[src/rtl/nanotrade_pkg.sv]
// Shared definitions for the anomaly alert path: class codes, FSM encoding, alert entry layout.
package nanotrade_pkg;

    // Classifier result codes; anything above CLS_QUOTE_STUFF is not a valid anomaly class.
    localparam logic [2:0] CLS_NORMAL      = 3'd0;
    localparam logic [2:0] CLS_SPOOFING    = 3'd1;
    localparam logic [2:0] CLS_LAYERING    = 3'd2;
    localparam logic [2:0] CLS_WASH_TRADE  = 3'd3;
    localparam logic [2:0] CLS_MOMENTUM    = 3'd4;
    localparam logic [2:0] CLS_QUOTE_STUFF = 3'd5;

    localparam int unsigned CLASS_W = 3;
    localparam int unsigned CONF_W  = 8;
    localparam int unsigned TS_W    = 16;
    localparam int unsigned ENTRY_W = CLASS_W + CONF_W + TS_W;

    typedef enum logic [1:0] {
        StIdle    = 2'd0,
        StConfirm = 2'd1,
        StHoldoff = 2'd2
    } aam_state_e;

    typedef struct packed {
        logic [CLASS_W-1:0] cls;
        logic [CONF_W-1:0]  conf;
        logic [TS_W-1:0]    ts;
    } alert_entry_t;

    function automatic logic [CONF_W-1:0] max_conf(input logic [CONF_W-1:0] a,
                                                   input logic [CONF_W-1:0] b);
        return (a > b) ? a : b;
    endfunction

endpackage

[src/rtl/alert_fifo.sv]
// First-word-fall-through FIFO; pointers carry an extra MSB to tell full from empty.
module alert_fifo #(
    parameter int unsigned WIDTH = 27,
    parameter int unsigned DEPTH = 4
) (
    input  logic             clk,
    input  logic             rst_n,
    input  logic             i_push,
    input  logic [WIDTH-1:0] i_wdata,
    input  logic             i_pop,
    output logic [WIDTH-1:0] o_rdata,
    output logic             o_full,
    output logic             o_empty
);
    localparam int unsigned AW = (DEPTH > 1) ? $clog2(DEPTH) : 1;

    logic [AW:0]      r_wptr;
    logic [AW:0]      r_rptr;
    logic [WIDTH-1:0] r_mem [DEPTH];
    logic             w_do_push;
    logic             w_do_pop;

    assign o_empty   = (r_wptr == r_rptr);
    assign o_full    = (r_wptr[AW] != r_rptr[AW]) && (r_wptr[AW-1:0] == r_rptr[AW-1:0]);
    assign w_do_pop  = i_pop && !o_empty;
    // A push into a full FIFO is still accepted when the head leaves in the same cycle.
    assign w_do_push = i_push && (!o_full || w_do_pop);
    assign o_rdata   = r_mem[r_rptr[AW-1:0]];

    // Pointer update.
    always_ff @(posedge clk or negedge rst_n) begin
        if (!rst_n) begin
            r_wptr <= '0;
            r_rptr <= '0;
        end else begin
            if (w_do_push) r_wptr <= r_wptr + {{AW{1'b0}}, 1'b1};
            if (w_do_pop)  r_rptr <= r_rptr + {{AW{1'b0}}, 1'b1};
        end
    end

    // Storage write; contents are don't-care while the slot is unoccupied.
    always_ff @(posedge clk) begin
        if (w_do_push) r_mem[r_wptr[AW-1:0]] <= i_wdata;
    end

endmodule

[src/rtl/anomaly_alert_manager.sv]
// Confirms repeated same-class anomaly detections, raises queued alerts and enforces a cooldown.
module anomaly_alert_manager
    import nanotrade_pkg::*;
#(
    parameter logic [7:0]  CONF_THRESH    = 8'd64,
    parameter int unsigned CONFIRM_N      = 2,
    parameter int unsigned HOLDOFF_CYCLES = 16,
    parameter int unsigned FIFO_DEPTH     = 4
) (
    input  logic        clk,
    input  logic        rst_n,
    input  logic [2:0]  ml_class,
    input  logic [7:0]  ml_confidence,
    input  logic        ml_valid,
    input  logic        alert_ready,
    output logic        alert_valid,
    output logic [2:0]  alert_class,
    output logic [7:0]  alert_conf,
    output logic [15:0] alert_ts,
    output logic        alert_active,
    output logic [7:0]  overflow_cnt
);
    localparam logic [2:0] CONFIRM_N_L = 3'(CONFIRM_N);
    localparam logic [7:0] HOLDOFF_L   = 8'(HOLDOFF_CYCLES);

    aam_state_e         r_state, w_state_next;
    logic [2:0]         r_cnt, w_cnt_next;
    logic [7:0]         r_peak, w_peak_next;
    logic [2:0]         r_cand, w_cand_next;
    logic [7:0]         r_holdoff, w_holdoff_next;
    logic [15:0]        r_ts;
    logic [7:0]         r_ovf;
    logic               w_qual;
    logic               w_fire;
    logic               w_full;
    logic               w_empty;
    logic               w_pop;
    logic [ENTRY_W-1:0] w_push_entry;
    logic [ENTRY_W-1:0] w_head_raw;
    alert_entry_t       w_head;

    assign w_qual = ml_valid && (ml_class != CLS_NORMAL) && (ml_class <= CLS_QUOTE_STUFF)
                    && (ml_confidence >= CONF_THRESH);

    // Next-state logic: candidate tracking, firing and cooldown countdown.
    always_comb begin
        w_state_next   = r_state;
        w_cnt_next     = r_cnt;
        w_peak_next    = r_peak;
        w_cand_next    = r_cand;
        w_holdoff_next = r_holdoff;
        w_fire         = 1'b0;
        case (r_state)
            StIdle: begin
                if (w_qual) begin
                    w_cand_next = ml_class;
                    w_cnt_next  = 3'd1;
                    w_peak_next = ml_confidence;
                    if (CONFIRM_N_L == 3'd1) w_fire = 1'b1;
                    else                     w_state_next = StConfirm;
                end
            end
            StConfirm: begin
                if (w_qual) begin
                    if (ml_class == r_cand) begin
                        w_cnt_next  = r_cnt + 3'd1;
                        w_peak_next = max_conf(r_peak, ml_confidence);
                        if (w_cnt_next == CONFIRM_N_L) w_fire = 1'b1;
                    end else begin
                        w_cand_next = ml_class;
                        w_cnt_next  = 3'd1;
                        w_peak_next = ml_confidence;
                    end
                end else if (ml_valid) begin
                    w_state_next = StIdle;
                end
            end
            StHoldoff: begin
                w_holdoff_next = r_holdoff - 8'd1;
                if (r_holdoff == 8'd1) w_state_next = StIdle;
            end
            default: w_state_next = StIdle;
        endcase
        if (w_fire) begin
            w_state_next   = StHoldoff;
            w_holdoff_next = HOLDOFF_L;
        end
    end

    // The pushed peak already includes the sample that completed confirmation.
    assign w_push_entry = {w_cand_next, w_peak_next, r_ts};
    assign w_pop        = !w_empty && alert_ready;

    alert_fifo #(
        .WIDTH (ENTRY_W),
        .DEPTH (FIFO_DEPTH)
    ) u_alert_fifo (
        .clk     (clk),
        .rst_n   (rst_n),
        .i_push  (w_fire),
        .i_wdata (w_push_entry),
        .i_pop   (w_pop),
        .o_rdata (w_head_raw),
        .o_full  (w_full),
        .o_empty (w_empty)
    );

    // State, timestamp and drop counter registers.
    always_ff @(posedge clk or negedge rst_n) begin
        if (!rst_n) begin
            r_state   <= StIdle;
            r_cnt     <= '0;
            r_peak    <= '0;
            r_cand    <= '0;
            r_holdoff <= '0;
            r_ts      <= '0;
            r_ovf     <= '0;
        end else begin
            r_state   <= w_state_next;
            r_cnt     <= w_cnt_next;
            r_peak    <= w_peak_next;
            r_cand    <= w_cand_next;
            r_holdoff <= w_holdoff_next;
            r_ts      <= r_ts + 16'd1;
            if (w_fire && w_full && !w_pop && (r_ovf != 8'hFF)) r_ovf <= r_ovf + 8'd1;
        end
    end

    // Head fields are forced to zero while empty so stale storage never leaks out.
    assign w_head       = alert_entry_t'(w_head_raw);
    assign alert_valid  = !w_empty;
    assign alert_class  = w_empty ? 3'd0  : w_head.cls;
    assign alert_conf   = w_empty ? 8'd0  : w_head.conf;
    assign alert_ts     = w_empty ? 16'd0 : w_head.ts;
    assign alert_active = (r_state == StHoldoff);
    assign overflow_cnt = r_ovf;

endmodule

[config.mk]
export PLATFORM = sky130hd
export DESIGN_NAME = anomaly_alert_manager
export DESIGN_NICKNAME = d
export VERILOG_FILES = /design/src/rtl/nanotrade_pkg.sv /design/src/rtl/alert_fifo.sv /design/src/rtl/anomaly_alert_manager.sv
export SDC_FILE = /design/constraint.sdc
export NUM_CORES = 1
export LEC_CHECK = 0
export ABC_AREA = 1
export ABC_CLOCK_PERIOD_IN_PS = 5160
export BUFFER_PORTS_ARGS = -buffer_cell sky130_fd_sc_hd__clkbuf_2
export CORE_MARGIN = 8
export CORE_UTILIZATION = 50
export DETAILED_ROUTE_END_ITERATION = 6
export PLACE_DENSITY = 0.68
export SETUP_SLACK_MARGIN = 0.15
export SYNTH_ARGS = -nofsm -noshare
export SYNTH_HDL_FRONTEND = slang
export SYNTH_SLANG_ARGS = --single-unit
export TNS_END_PERCENT = 100
[constraint.sdc]
create_clock -name clk -period 5.16 [get_ports clk]
set_input_delay 0.774 -clock clk [delete_from_list [all_inputs] [get_ports clk]]
set_output_delay 0.774 -clock clk [all_outputs]
set_load 0.01 [all_outputs]
==> results of run 1 <==
[cell usage after synthesis, types with 2 or more instances]
cell,instances,area [um2]
sky130_fd_sc_hd__xor2_1,13,114
sky130_fd_sc_hd__o21ai_1,3,15.0
sky130_fd_sc_hd__nor2_4,2,22.5
sky130_fd_sc_hd__o211ai_1,2,15.0
sky130_fd_sc_hd__o21ai_0,66,330
sky130_fd_sc_hd__inv_2,6,22.5
sky130_fd_sc_hd__inv_1,99,372
sky130_fd_sc_hd__nand4_1,14,87.6
sky130_fd_sc_hd__clkbuf_1,15,56.3
sky130_fd_sc_hd__nor3_1,5,25.0
sky130_fd_sc_hd__ha_1,19,238
sky130_fd_sc_hd__nand2_1,125,469
sky130_fd_sc_hd__xnor2_1,11,96.3
sky130_fd_sc_hd__buf_2,7,35.0
sky130_fd_sc_hd__nand3_1,39,195
sky130_fd_sc_hd__nor2_1,85,319
sky130_fd_sc_hd__edfxtp_1,108,3240
sky130_fd_sc_hd__o22ai_1,33,206
sky130_fd_sc_hd__dfrtp_1,54,1350
sky130_fd_sc_hd__a21oi_1,5,25.0
sky130_fd_sc_hd__nand3_4,2,35.0
sky130_fd_sc_hd__nor2_8,2,40.0
sky130_fd_sc_hd__nand2_2,4,25.0
sky130_fd_sc_hd__nor4_1,3,18.8
[final timing paths]
kind                                              to  slack [ps]  cells past startpoint
max                                    alert_conf[7]        1510                     10
min                                  overflow_cnt[0]         480                      2
max reg2reg                u_alert_fifo.r_mem[0][15]        2190                     11
min reg2reg                   u_alert_fifo.r_wptr[2]         500                      1
max in group asynchronous                    r_ts[1]        4190                      2
min in group clk              u_alert_fifo.r_wptr[2]         500                      1
[metrics by stage]
stage	hold WS [ps]	utilization	cells	instance area (um2)	total power [mW]
3_3_place_gp	488	0.544	953	7900	2.59
6_report	481	0.587	985	8530	3.88
3_5_place_dp	489	0.544	953	7900	2.61
5_1_grt	531	0.587	985	8530	4.11
4_1_cts	503	0.587	985	8530	3.92
2_1_floorplan	466	-	733	7450	2.22
[final cells by class]
| class | count | area (um2) | area share |
|---|---|---|---|
| Clock buffer | 18 | 439 | 0.0515 |
| Multi-Input combinational cell | 441 | 2350 | 0.276 |
| Sequential cell | 162 | 4590 | 0.539 |
| Tap cell | 184 | 230 | 0.0270 |
| Clock inverter | 14 | 188 | 0.0220 |
| Inverter | 106 | 400 | 0.0469 |
| Timing Repair Buffer | 60 | 323 | 0.0379 |
[critical path, cell delays in order (launching register included)]
cell and delay [ps]:
sky130_fd_sc_hd__dfrtp_1 920, sky130_fd_sc_hd__inv_1 150, sky130_fd_sc_hd__nand2_1 100, sky130_fd_sc_hd__nand2_1 50
sky130_fd_sc_hd__nand3_1 80, sky130_fd_sc_hd__inv_1 60, sky130_fd_sc_hd__nand2_1 440, sky130_fd_sc_hd__buf_4 350
sky130_fd_sc_hd__nand2_1 100, sky130_fd_sc_hd__inv_1 60, sky130_fd_sc_hd__clkbuf_2 130
[power groups by stage]
stage	sequential, mW	combinational (mW)	clock [mW]
2_1_floorplan	1.46	0.754	0
3_3_place_gp	1.49	1.10	0
3_5_place_dp	1.49	1.11	0
4_1_cts	1.47	1.12	1.33
5_1_grt	1.48	1.26	1.38
6_report	1.47	1.10	1.31
[metal layers]
| layer | track usage | wire length (um) |
|---|---|---|
| met1 | 0.212 | 7130 |
| met2 | 0.292 | 7980 |
| met3 | 0.0390 | 737 |
| met4 | 0.0652 | 279 |
| met5 | 0 | 13 |
[sequential cells by signal, indices dropped and copies added (netlist names)]
name / count
u_alert_fifo.r_wptr: 3
u_alert_fifo.r_mem: 108
r_cnt: 3
r_cand: 3
r_ts: 16
r_state: 2
r_peak: 8
overflow_cnt: 8
u_alert_fifo.r_rptr: 3
r_holdoff: 8
[kinds of logic (layout without fill, tap and decap cells)]
group,count (synthesis),in the layout,share of synthesized area
buf+inv,130,198,0.0685
flops,162,162,0.617
compound gates,114,114,0.0850
fa+ha+maj,19,19,0.0319
simple gates,284,284,0.170
xor+xnor,24,24,0.0282
==> summary by stage, run 1 <==
Worst setup path
The critical path starts at u_alert_fifo.r_rptr[0]. STA classifies the critical path startpoint as a register. The classification of the worst setup path is register to output port. Of all nets on the critical path, the largest fanout is 29. The element type at the critical path end is an output port. At the worst endpoint, the required time is between 4000 and 5000 ps. The beginning of the worst register-to-register path is u_alert_fifo.r_rptr[0]. Data arrives at the worst endpoint at roughly 2900 ps.

Floorplanning
The initial core utilization is 0.513. The number of I/O pins is 52. The die extent in x is around 140 um.

Row generation in the floorplan step produced 44 rows. The placeable core region is between 10,000 and 15,000 um2. The area of the die is around 19,000 um2. The die extent in y is approximately 140 um.

Final layout
The final layout contains roughly 820 nets. The library cell used most frequently in the layout, excluding fill and tap cells, is sky130_fd_sc_hd__nand2_1. The antenna cell count is 0. The top cell types in the final layout, fill and taps aside, are 125 x sky130_fd_sc_hd__nand2_1, 108 x sky130_fd_sc_hd__edfxtp_1, 99 x sky130_fd_sc_hd__inv_1. The fraction of final layout cells sized beyond drive strength 1 is 0.144.

Counting the fill cells in the layout gives 1,235. From synthesis to final layout, the design area changed by 14.5%.

Timing
Setup repair after global routing left no endpoint under its margin. Setup slack closes at roughly 1500 ps. For the final routed database, the setup TNS stands at 0 ps. Setup violations remaining at the end of the flow were counted as 0. The worst-margin pin slew is roughly 880 ps.

The post-route clock skew is around 7.2 ps. The max-slew violation count is 0. Derived from the worst setup path, the maximum achievable clock frequency is between 0.2 and 0.3 GHz. The final critical path time including I/O delays and setup is approximately 3700 ps. The final number of hold-violating endpoints came to 0. Measured against its own limit, the worst slew margin works out to 0.412. The final cycle utilization of the critical path is 0.708.

CTS
The number of post-CTS setup repair buffers is 0. Post-CTS repair changed the size of 0 cells. In this run, CTS created clock tree buffers numbering 17.

The root cell of the clock tree is sky130_fd_sc_hd__clkbuf_16. The clock transition time at the flip-flop clock pins of the worst setup and hold paths is ~60 ps. For the worst-skew pair, the clock arrives at the later sink with an insertion delay of roughly 420 ps. The CTS tree is built.

After clock tree synthesis, the flow added hold-fix buffers numbering 0. The count of H-tree levels built during CTS is 4. The longest clock path from root to sink contains 2 buffers.

The clock sink total is ~160.

Detailed routing
Using the TritonRoute via totals, the vias-per-cell ratio works out to 5.40. For this block, the routed nets add up to between 15,000 and 20,000 um of wire. The number of vias in the routed layout is between 5,000 and 6,000. The detail route stage leaves a number of antenna-violating nets equal to 0. In the routed design, unresolved DRC markers number 0. Dividing the detail-routed wire length by the instance count gives between 15 and 20 um. For this block, the initial DRC count from the detailed router was 430. The first TritonRoute pass finished after 5 iterations.

Flow run
Max-cap violations in this run came to 0.

Logic synthesis
The total standard cell area after synthesis is approximately 7500 um2. The commonest register cell after synthesis is sky130_fd_sc_hd__edfxtp_1. Of the synthesized area, sequential elements account for 0.617. The mean instance size in the synthesized netlist is approximately 10 um2. The count of unique library cells instantiated by Yosys is 35. The number of nets handed over by synthesis was around 770. The count of mapped cells out of synthesis is about 730.

The fraction of registers with async set or reset after synthesis is 0.333. The post-synthesis register bit count is between 150 and 200. The number of flops mapped to enable cells by yosys is about 110.

During synthesis, Yosys emitted a total of 0 warnings.

Status
The run finished with clean final reports.

Pwr
The power density over the cells is ~450 nW/um2. The peak supply drop is around 0.00025 V. The proportion of power drawn by flip-flops and latches is 0.379. The net switching power is 1.26 mW.

The switching part of the total power is 0.326. The internal cell power is around 2.6 mW. The share of total power in combinational logic is 0.283.

Of the total power, the clock network draws 0.339. The leakage power is about 3.8 nW.

Placed design
At the placement stage, the worst setup path has a slack of approximately 2000 ps. The final RePlAce weighted congestion is 0.859. The count of buffers inserted at the top-level ports is 51. Summed over all nets, the half-perimeter wirelength after detailed placement is approximately 11,000 um.

Global routing
For this run the aggregate overflow at the end of global routing stands at 0. The pin count of the biggest net entering global routing is 56. The initial antenna violation count was 1.

For this run, the total global-route usage over all layers was measured as 0.173. The global-route wire length before repair is between 20,000 and 30,000 um. The number of global-route vias before repair came to around 5,400.

Min path
The type of the most critical hold path is input pin to asynchronous set/reset pin.
No activity file was read; power rests on OpenSTA's default activity.
==> run 2, diff against run 1 <==
ABC_CLOCK_PERIOD_IN_PS = 3630   (was 5160)
clock period = 3.63 ns   (was 5.16 ns; I/O delays follow)
==> summary by stage, run 2 (synthesized netlist as in run 1, its figures left out) <==
Worst setup path
The element type at the critical path end is an output port. The signal arrival time at the worst endpoint is 2300 ps. The number of cells on the worst reg-to-reg path is 11. The worst register-to-register path begins at r_cnt[0]. The endpoint identified for the worst register-to-register timing path is u_alert_fifo.r_mem[0][21].

The worst setup path is launched from a register. The critical path is of the register to output port type. The largest fanout of any net on the critical path is 38. STA puts the critical path data required time at approximately 3100 ps. The setup slack on the worst flop-to-flop path is approximately 1300 ps.

Final layout
After filler insertion, the fill cell instance count of the layout stands at between 1,000 and 1,500. In the final layout, the share of cells above drive strength 1 is 0.141. Leaving out fill and tap cells, the most frequent cells in the layout are 125 x sky130_fd_sc_hd__nand2_1, 108 x sky130_fd_sc_hd__edfxtp_1, 99 x sky130_fd_sc_hd__inv_1. The synthesis-to-finish area growth is 13.5%.

The number of flip-flops under the largest register name is between 100 and 150. The most common library cell in the layout ignoring fill and taps is sky130_fd_sc_hd__nand2_1. The final layout net count is slightly above 800. The antenna cell count is 0.

Global routing
Across every metal layer, demand over resource in global routing totals 0.164. The final global-route overflow total is 0. The number of global-route vias before repair was 5,155. The initial antenna violation count is 0. Entering global routing, the biggest net connects 57 pins. The first global-routing pass estimated ~26,000 um of wire.

Detailed routing
The number of vias in the routed layout is 5,245. In the final routed layout, each cell accounts on average for 15.7 um. The number of iterations in the first detailed-routing pass is 5. After detailed routing, the number of remaining DRC violations is 0.

The number of DRC markers after the initial detailed-route iteration is ~370. The ratio of routed vias to standard cells is between 5 and 6. For this block, the routed nets add up to roughly 15,000 um of wire. In this run the remaining antenna-violating nets after routing total 0.

CTS
The number of post-CTS setup repair buffers is 0. In this run the deepest clock path goes through 2 buffers. In this run, CTS created clock tree buffers numbering 17. The number of cells upsized or downsized after cts is 0. The number of buffers added to fix hold violations after cts is 0.

The clock network latency to the later pin of the worst-skew pair is between 400 and 500 ps. The clock transition time at the flip-flop clock pins of the worst setup and hold paths is roughly 60 ps. The tree is rooted in a sky130_fd_sc_hd__clkbuf_16. TritonCTS built the clock tree. The clock drives approximately 160 sinks. The count of H-tree levels built during CTS is 4.

Pwr
Dividing total power by cell area gives a power density of about 620 nW/um2. The overall power of the completed layout is 5.28 mW. For this design the static power due to leakage is between 3 and 4 nW. Across the VDD grid, the largest voltage drop is between 0.0003 and 0.0004 V.

Floorplanning
The number of I/O pins is 52. The initial core utilization is 0.513. The area of the die is 19,100 um2. After floorplanning, the core was sized to cover roughly 15,000 um2. The die is between 100 and 150 um tall. The standard-cell row count is 44. The die is between 100 and 150 um wide.

Flow run
Max-cap violations in this run came to 0.

Placed design
The final RePlAce weighted congestion is 0.854. The HPWL after detailed placement is between 9000 and 10,000 um. Port buffering added 51 buffers.

Timing
The final critical path time including I/O delays and setup is between 2000 and 3000 ps. The remaining max-slew budget at the tightest pin is 0.245. The total setup violations reported at the end of the flow is 0. The final number of hold-violating endpoints is 0. The worst-margin pin slew is between 1000 and 1500 ps. The total negative setup slack is 0 ps.

Static timing analysis puts the maximum clock frequency at between 0.3 and 0.4 GHz. The max-slew violation count was 0. The post-route clock skew is between 9 and 10 ps. In the finished design, the share of the clock period the worst path needs comes to 0.784. Setup repair after global routing left no endpoint under its margin.

Status
The flow ran to the end, and the final reports show no timing, DRC or antenna violations.

Min path
The type of the most critical hold path is input pin to asynchronous set/reset pin.
-- run 2: cell types whose count changed in the layout (fill, tap and decap cells not counted), sizes merged --
| cell | change |
|---|---|
| bufinv | -3 |
| inv | +2 |
| buf | +1 |
| clkbuf | +1 |
| clkinv | +1 |
| clkinvlp | -1 |
-- run 2: metrics by stage --
step / std cells / setup WS (ps) / hold slack [ps] / cell area, um2 / utilization
after CTS: 986 / 741 / 363 / 8450 / 0.582
after detailed placement: 954 / 1160 / 493 / 7910 / 0.544
after global routing: 986 / 556 / 434 / 8450 / 0.582
final: 986 / 784 / 336 / 8450 / 0.582
after global placement: 954 / 1220 / 487 / 7910 / 0.544
after floorplan: 733 / 737 / 249 / 7450 / -
-- run 2: area by class of cell --
cell class	instances	area (um2)	area share
clock buffers	19	433	0.0512
flip-flops and latches	162	4590	0.544
multi-input cells	441	2350	0.278
clock inverters	13	111	0.0132
repair buffers	61	330	0.0391
inverters	106	400	0.0474
well taps	184	230	0.0272
-- run 2: how the worst max path moves through the flow --
stage | start | to | slack (ps) | cells past startpoint
finish | u_alert_fifo.r_rptr[0] | alert_ts[0] | 780 | 7
global route | u_alert_fifo.r_rptr[0] | alert_conf[7] | 560 | 7
CTS | u_alert_fifo.r_rptr[0] | alert_conf[5] | 740 | 7
detailed placement | ml_confidence[7] | u_alert_fifo.r_mem[0][22] | 1160 | 13
global placement | ml_confidence[7] | u_alert_fifo.r_mem[2][22] | 1220 | 13
floorplan | r_cnt[0] | u_alert_fifo.r_mem[0][0] | 740 | 10
-- run 2: worst max-delay path, stage by stage (launching register included) --
cell and delay, ps:
sky130_fd_sc_hd__dfrtp_1 370, sky130_fd_sc_hd__inv_1 420, sky130_fd_sc_hd__buf_4 450, sky130_fd_sc_hd__o21ai_0 140
sky130_fd_sc_hd__o22ai_1 210, sky130_fd_sc_hd__nand2_1 80, sky130_fd_sc_hd__inv_1 60, sky130_fd_sc_hd__clkbuf_2 120
-- run 2: where the power goes --
| part | internal, mW | switching (mW) |
|---|---|---|
| sequential | 2.02 | 0.0288 |
| clock | 0.940 | 0.701 |
| combinational | 0.540 | 1.05 |
| total | 3.50 | 1.78 |
-- run 2: layer usage --
metal / vias up / wire length [um] / global-route usage
met5: - / 0 / 0
met4: 0 / 242 / 0.0692
met3: 23 / 706 / 0.0363
met2: 117 / 7600 / 0.275
met1: 2538 / 6920 / 0.200
li1: 2567 / - / -
